## src/rtl/periph_bus_arbiter.sv

```systemverilog
// Two-master arbiter for the peripheral bus: registers the winning request, runs one
// strobe/ack transaction with a timeout, and returns read data with a one-cycle ack.
module periph_bus_arbiter #(
    parameter bit          FIXED_PRIO = 1'b0,
    parameter int unsigned TIMEOUT    = 16
) (
    input  logic        clk,
    input  logic        rst_n,
    input  logic        m0_req,
    input  logic        m0_we,
    input  logic [3:0]  m0_be,
    input  logic [31:0] m0_addr,
    input  logic [31:0] m0_wd,
    output logic [31:0] m0_rd,
    output logic        m0_ack,
    output logic        m0_err,
    input  logic        m1_req,
    input  logic        m1_we,
    input  logic [3:0]  m1_be,
    input  logic [31:0] m1_addr,
    input  logic [31:0] m1_wd,
    output logic [31:0] m1_rd,
    output logic        m1_ack,
    output logic        m1_err,
    output logic        s_stb,
    output logic        s_we,
    output logic [3:0]  s_be,
    output logic [31:0] s_addr,
    output logic [31:0] s_wd,
    input  logic [31:0] s_rd,
    input  logic        s_ack
);

    localparam logic [1:0] ST_IDLE = 2'd0;
    localparam logic [1:0] ST_BUSY = 2'd1;
    localparam logic [1:0] ST_RESP = 2'd2;
    localparam logic [7:0] CNT_LAST = 8'(TIMEOUT - 1);

    logic [1:0]  state;
    logic        owner;
    logic        last;
    logic        err_q;
    logic [7:0]  cnt;
    logic        lat_we;
    logic [3:0]  lat_be;
    logic [31:0] lat_addr;
    logic [31:0] lat_wd;
    logic        grant_m1;
    logic        busy;
    logic        resp;

    // Contention goes to the master that was not served last, unless M0 has fixed priority.
    always_comb begin
        grant_m1 = 1'b0;
        if (m1_req && !m0_req)
            grant_m1 = 1'b1;
        else if (m0_req && m1_req)
            grant_m1 = FIXED_PRIO ? 1'b0 : !last;
    end

    always_ff @(posedge clk or negedge rst_n) begin
        if (!rst_n) begin
            state    <= ST_IDLE;
            owner    <= 1'b0;
            last     <= 1'b1;
            err_q    <= 1'b0;
            cnt      <= 8'd0;
            lat_we   <= 1'b0;
            lat_be   <= 4'd0;
            lat_addr <= 32'd0;
            lat_wd   <= 32'd0;
            m0_rd    <= 32'd0;
            m1_rd    <= 32'd0;
        end else begin
            case (state)
                ST_IDLE: begin
                    if (m0_req || m1_req) begin
                        owner    <= grant_m1;
                        lat_we   <= grant_m1 ? m1_we   : m0_we;
                        lat_be   <= grant_m1 ? m1_be   : m0_be;
                        lat_addr <= grant_m1 ? m1_addr : m0_addr;
                        lat_wd   <= grant_m1 ? m1_wd   : m0_wd;
                        cnt      <= 8'd0;
                        state    <= ST_BUSY;
                    end
                end
                ST_BUSY: begin
                    cnt <= cnt + 8'd1;
                    // A slave ack in the final timeout cycle still counts as success.
                    if (s_ack) begin
                        if (owner) m1_rd <= s_rd;
                        else       m0_rd <= s_rd;
                        err_q <= 1'b0;
                        last  <= owner;
                        state <= ST_RESP;
                    end else if (cnt == CNT_LAST) begin
                        if (owner) m1_rd <= 32'd0;
                        else       m0_rd <= 32'd0;
                        err_q <= 1'b1;
                        last  <= owner;
                        state <= ST_RESP;
                    end
                end
                ST_RESP: state <= ST_IDLE;
                default: state <= ST_IDLE;
            endcase
        end
    end

    assign busy = (state == ST_BUSY);
    assign resp = (state == ST_RESP);

    assign s_stb  = busy;
    assign s_we   = busy & lat_we;
    assign s_be   = busy ? lat_be   : 4'd0;
    assign s_addr = busy ? lat_addr : 32'd0;
    assign s_wd   = busy ? lat_wd   : 32'd0;

    assign m0_ack = resp & !owner;
    assign m1_ack = resp & owner;
    assign m0_err = m0_ack & err_q;
    assign m1_err = m1_ack & err_q;

endmodule

```

## config.mk

```make
export PLATFORM = sky130hd
export DESIGN_NAME = periph_bus_arbiter
export DESIGN_NICKNAME = d
export VERILOG_FILES = /design/src/rtl/periph_bus_arbiter.sv
export SDC_FILE = /design/constraint.sdc
export NUM_CORES = 1
export LEC_CHECK = 0
export CORE_ASPECT_RATIO = 1.2
export CORE_MARGIN = 1.5
export CORE_UTILIZATION = 24
export CTS_BUF_LIST = sky130_fd_sc_hd__clkbuf_4 sky130_fd_sc_hd__clkbuf_8
export DETAILED_ROUTE_END_ITERATION = 10
export PLACE_DENSITY = 0.48
export SLEW_MARGIN = 20
export SYNTH_ARGS = -nofsm -noshare
export SYNTH_HDL_FRONTEND = slang
export SYNTH_SLANG_ARGS = --single-unit
```

## constraint.sdc

```tcl
create_clock -name clk -period 2 [get_ports clk]
set_input_delay 0.6 -clock clk [delete_from_list [all_inputs] [get_ports clk]]
set_output_delay 0.6 -clock clk [all_outputs]
set_load 0.005 [all_outputs]
```

==> summary.md, run 1 <==
| Metric | Value |
|---|---|
| Mapped Cells | 745 |
| Main flop type after synthesis | dfrtp_1 |
| CTS sink cnt | about 150 |
| H-tree Lvls | 4 |
| Worst path slowest cell | dfrtp_2 |
| Sequential fraction of the synthesis area | 0.503 |
| Num CTS Buffers | 17 |
| Placed cell area | around 11,000 um2 |
| Vias in the first global route | slightly above 7,000 |
| Clk_skew | roughly 21 ps |
| Clock insertion delay at the later pin of the skew report | around 460 ps |
| Fin area | 12,300 um2 |
| Critical path's most frequent cell | buf_12 |
| Avg Cell Area, Syn | ~10 um2 |
| Register area | about 3700 um2 |
| Crit-path max FO | 6 |
| Layout cells sized above 1 | 0.245 |
| Worst stage delay on the critical path | about 440 ps |
| Yosys warns | 0 |
| Worst hold slack | 444 ps |
| Placed instance count | between 1,000 and 1,500 |
| Hold Crit Class | in -> reg |
| First-pass GRT wire length | 41,300 um |
| Commonest non-fill, non-tap cell in the layout | clkdlybuf4s50_1 |
| Final wirelength | ~27,000 um |
| N_diodes | 0 |
| CTS tree | done |
| Failing checks | setup timing |
| Initial antenna violation count | 0 |
| Die Y-Extent | between 150 and 200 um |
| RSZ-0062 raised after global routing | yes |
| WS Path Type | reg -> out |
| Final Hold Viols | 0 |
| CTS Buffer Depth | 2 |
| Final setup violation count | 74 |
| Post-synthesis net count | around 900 |
| Synthesized cell area | between 7000 and 8000 um2 |
| P&R area growth vs syn | 68.7% |
| Hpwl dp | around 18,000 um |
| Hold path depth | 2 |
| Worst endpoint required time | between 1000 and 1500 ps |
| Max-slew violations | 0 |
| Port buffer count | 312 |
| Fmax | ~0.44 GHz |
| Initial Utilization | 0.245 |
| Post-synthesis cell type count | 36 |
| Die X | ~160 um |
| Slew margin rel. | 0.667 |
| Leak Pwr | 5.60 nW |
| Endpoint class of the critical path | primary output |
| Pre-Repair DR Iteration Count | 5 |
| Vias per inst | ~4.7 |
| Power per Cell Area | around 1400 nW/um2 |
| Synth Register Bits | 146 |
| Clk slew on worst S/H paths | about 90 ps |
| Min Tclk post-route | 2290 ps |
| Critical Path AT | ~1700 ps |
| Final GP Congestion | ~0.76 |
| Row Count | 69 |
| Fin cells | roughly 1,500 |
| Routed via count | 7,076 |
| Die ar. | around 31,000 um2 |
| Ports | between 300 and 400 |
| Area of the multi-input gates | roughly 3400 um2 |
| Area of the core | roughly 30,000 um2 |
| Pin count of the biggest net entering global routing | 65 |
| Grt total ovfl | 0 |
| Actual slew at the worst max-slew pin | approximately 500 ps |
| Root buf cell | clkbuf_8 |
| PnR worst setup slack | -289 ps |
| Post-synth ARST share | 1.00 |
| EDFF count, synth | 0 |
| Routed Antenna Nets | 0 |
| Worst r2r path cells | 7 |
| Max cap viols | 0 |
| Total design power | ~17 mW |
| Routed wire length per instance | 17.9 um |
| Status | finished, violations left |
| Total track usage | 0.169 |
| Critical-path cell list | nand2b_4, inv_8, buf_12, buf_12, buf_16, and2_4, buf_6 |
| NumNets Final | around 1,300 |
| First DRT Iteration DRCs | about 310 |
| DR DRC count | 0 |
| Maximum vdd drop | ~0.47 mV |
| Filler Cell Count | about 3,000 |
| Fin crit share | 1.14 |
| Most frequent cells in the layout | clkdlybuf4s50_1, dfrtp_1, a21oi_1 |
| Crit start category | flop |
[synth_stat cells, types with 2 or more instances]
master | instances | area [um2]
nand4_1 | 3 | 18.8
buf_2 | 26 | 130
nor3b_1 | 2 | 15.0
and3_1 | 4 | 25.0
a31oi_1 | 65 | 407
nand2_1 | 4 | 15.0
buf_6 | 8 | 90.1
o21ai_0 | 77 | 385
o211ai_1 | 2 | 15.0
clkbuf_1 | 39 | 146
and2_1 | 73 | 457
mux2i_1 | 74 | 741
nand2b_1 | 2 | 12.5
o21ai_1 | 69 | 345
a21oi_1 | 130 | 651
nor2_1 | 2 | 7.51
buf_4 | 2 | 15.0
dfrtp_1 | 145 | 3630
[routing by layer]
metal | global-route usage | part of all wire | vias up
met4 | 0.0483 | 0.014 | 0
met1 | 0.222 | 0.43 | 3389
met2 | 0.272 | 0.49 | 265
met3 | 0.0445 | 0.066 | 16
li1 | - | - | 3406
met5 | 0 | 0 | -
[repair_timing]
item                                    CTS  global route
gates resized for setup                 412            68
hold buffers                              1             0
buffers inserted                         16            16
endpoints found under the setup margin   80           104
endpoints found under the hold margin     5             0
pin swaps                                37             1
cloned                                    6             0
[power by group]
group	switching [mW]	leakage, nW	total (mW)	internal, mW
Sequential	0.761	1.82	5.07	4.30
Combinational	3.81	3.57	9.00	5.19
Clock	1.23	0.212	2.63	1.41
Total	5.80	5.60	16.7	10.9
[through the flow]
step                setup slack [ps]  setup TNS [ps]   util
floorplan                       84.2               0      -
global placement                -183          -15580  0.373
detailed placement              -195          -16460  0.373
CTS                             -340          -18020  0.402
global route                    -382          -21260  0.413
finish                          -289          -14160  0.413
[worst max-delay path: cells and delay by family, from the launching register on]
kind | cells | cell delay [ps]
simple gates | 2 | 260
flops | 1 | 440
buf+inv | 5 | 540
[kinds of logic after synthesis]
family                   synth area share
AO/OA/AOI/OAI                       0.252
flip-flops                          0.503
AND/OR/NAND/NOR                    0.0847
buffers and inverters              0.0540
multiplexers                        0.103
XOR/XNOR                          0.00120
adder cells (fa/ha/maj)           0.00172
[worst paths after layout]
path,from,to,slack [ps]
worst min-delay path,s_ack,err_q$_DFFE_PN0P_,440
min in group asynchronous,rst_n,m1_rd[23]$_DFFE_PN0P_,600
worst min register to register,lat_addr[4]$_DFFE_PN0P_,lat_addr[4]$_DFFE_PN0P_,510
worst max register to register,state[0]$_DFFE_PN0P_,owner$_DFFE_PN0P_,100
worst max-delay path,state[0]$_DFFE_PN0P_,s_be[1],-290
max in group asynchronous,rst_n,lat_wd[15]$_DFFE_PN0P_,780
[registers in the layout, indices dropped and copies added, names as in the netlist]
register	flops
m0_rd	32
owner	1
lat_wd	32
last	1
lat_be	4
cnt	8
lat_addr	32
lat_we	1
m1_rd	32
state	2
err_q	1
[layout make-up]
| cell class | instances | share of cell area |
|---|---|---|
| timing repair buffer | 400 | 0.346 |
| sequential | 146 | 0.298 |
| multi-input combinational | 521 | 0.279 |
| tap | 390 | 0.0398 |
| clock buffer | 19 | 0.0208 |
| clock inverter | 12 | 0.0149 |
| inverter | 2 | 0.00122 |
No activity file was read; power rests on OpenSTA's default activity.
==> run 2, diff against run 1 <==
- CAP_MARGIN: unset -> 20
==> results of run 2 <==
Same layout as run 1: the final DEF is identical, and so are final timing and power.
==> run 3, diff against run 2 <==
- CORE_MARGIN: 1.5 -> unset
==> summary.md, run 3 (synthesis results as in run 1) <==
| Metric | Value |
|---|---|
| First DRT Iteration DRCs | about 360 |
| Clk slew on worst S/H paths | 80 ps |
| Pin count of the biggest net entering global routing | 63 |
| Failing checks | setup timing |
| CP top delay family | buffers and inverters |
| Final setup violation count | 74 |
| Fin area | about 12,000 um2 |
| Register area | between 3000 and 4000 um2 |
| Min Tclk post-route | 2320 ps |
| Max cap viols | 0 |
| Worst stage delay on the critical path | roughly 400 ps |
| Initial antenna violation count | 0 |
| Ports | about 310 |
| Placed cell area | around 11,000 um2 |
| Row Count | 69 |
| CTS tree | done |
| N_diodes | 0 |
| Critical-path cell list | nand2b_4, inv_6, buf_8, buf_12, buf_8, and2_4, buf_6 |
| Crit start category | flop |
| Actual slew at the worst max-slew pin | 516 ps |
| Endpoint class of the critical path | primary output |
| Final GP Congestion | between 0.7 and 0.8 |
| CTS Buffer Depth | 2 |
| Worst path slowest cell | dfrtp_1 |
| Hold Crit Class | in -> reg |
| H-tree Lvls | 4 |
| Leak Pwr | about 5.7 nW |
| Routed Antenna Nets | 0 |
| Place WS | -236 ps |
| Die Y-Extent | slightly below 200 um |
| Worst hold slack | approximately 460 ps |
| Area of the core | 29,700 um2 |
| Clk_skew | just over 10 ps |
| Pre-Repair DR Iteration Count | 4 |
| Final Hold Viols | 0 |
| Port buffer count | about 310 |
| DR DRC count | 0 |
| Power per Cell Area | between 1000 and 1500 nW/um2 |
| NumNets Final | approximately 1,300 |
| Most frequent cells in the layout | clkdlybuf4s50_1, dfrtp_1, a21oi_1 |
| WS Path Type | reg -> out |
| Clock insertion delay at the later pin of the skew report | roughly 460 ps |
| Vias in the first global route | 7,030 |
| Hpwl dp | about 18,000 um |
| Setup TNS Final | -16,900 ps |
| RSZ-0062 raised after global routing | yes |
| P&R area growth vs syn | 70.5% |
| Worst endpoint required time | roughly 1400 ps |
| Num CTS Buffers | 17 |
| Initial Utilization | 0.245 |
| Vias per inst | between 4 and 5 |
| Critical Path AT | ~1700 ps |
| First-pass GRT wire length | around 42,000 um |
| Fmax | 0.432 GHz |
| Die X | ~160 um |
| PnR worst setup slack | -317 ps |
| Final wirelength | ~28,000 um |
| Grt total ovfl | 0 |
| Total track usage | 0.179 |
| Crit-path max FO | 6 |
| CTS sink cnt | between 100 and 150 |
| Layout cells sized above 1 | 0.242 |
| Post-Route Utilization | 0.417 |
| Maximum vdd drop | around 0.48 mV |
| Filler Cell Count | roughly 2,900 |
| Slew margin rel. | 0.656 |
| Commonest non-fill, non-tap cell in the layout | clkdlybuf4s50_1 |
| Max-slew violations | 0 |
| Critical path's most frequent cell | buf_8 |
| Die ar. | slightly above 30,000 um2 |
| Routed via count | 7,120 |
| Root buf cell | clkbuf_8 |
| Fin crit share | 1.16 |
| Area of the multi-input gates | ~3400 um2 |
| Status | finished, violations left |
| Routed wire length per instance | 18.8 um |
| Buf/Inv on CP | 5 |
-- run 3: power breakdown --
group / leakage [nW] / total (mW) / switching [mW] / internal [mW]
clock network: 0.236 / 2.89 / 1.21 / 1.68
logic: 3.67 / 9.38 / 3.99 / 5.40
registers: 1.82 / 5.11 / 0.808 / 4.30
-- run 3: final timing paths --
path	from	to	slack (ps)	depth (start not counted)
worst max-delay path	state[1]$_DFFE_PN0P_	s_wd[31]	-320	7
worst min-delay path	s_ack	err_q$_DFFE_PN0P_	460	2
worst max register to register	state[0]$_DFFE_PN0P_	lat_wd[29]$_DFFE_PN0P_	170	6
worst min register to register	cnt[7]$_DFFE_PN0P_	cnt[7]$_DFFE_PN0P_	500	1
max in group asynchronous	rst_n	lat_wd[7]$_DFFE_PN0P_	880	3
min in group asynchronous	rst_n	m0_rd[10]$_DFFE_PN0P_	550	2
-- run 3: layout make-up --
cell class,instances,area share
clock inverter,9,0.0166
inverter,2,0.00101
sequential,146,0.295
multi-input combinational,521,0.277
tap,390,0.0394
timing repair buffer,391,0.349
clock buffer,21,0.0218
-- run 3: metrics by stage --
stage | instances | power (mW)
finish | 1480 | 17.4
global route | 1480 | 18.6
CTS | 1471 | 17.6
detailed placement | 1414 | 12.7
global placement | 1414 | 12.7
floorplan | 745 | 8.37
-- run 3: metal layers --
| metal | routed length, um | track usage | part of all wire |
|---|---|---|---|
| met4 | 496 | 0.0595 | 0.018 |
| met5 | 0 | 0 | 0 |
| met3 | 1900 | 0.0511 | 0.068 |
| met2 | 13200 | 0.287 | 0.47 |
| met1 | 12300 | 0.230 | 0.44 |
-- run 3: what timing repair did --
action                                 in CTS  in global routing
pin swaps                                  49                  8
setup buffers                              16                 14
setup endpoints to repair                  81                113
resized for setup                         441                 59
endpoints found under the hold margin      14                  0
cloned                                     10                  0
hold buffers                                1                  0
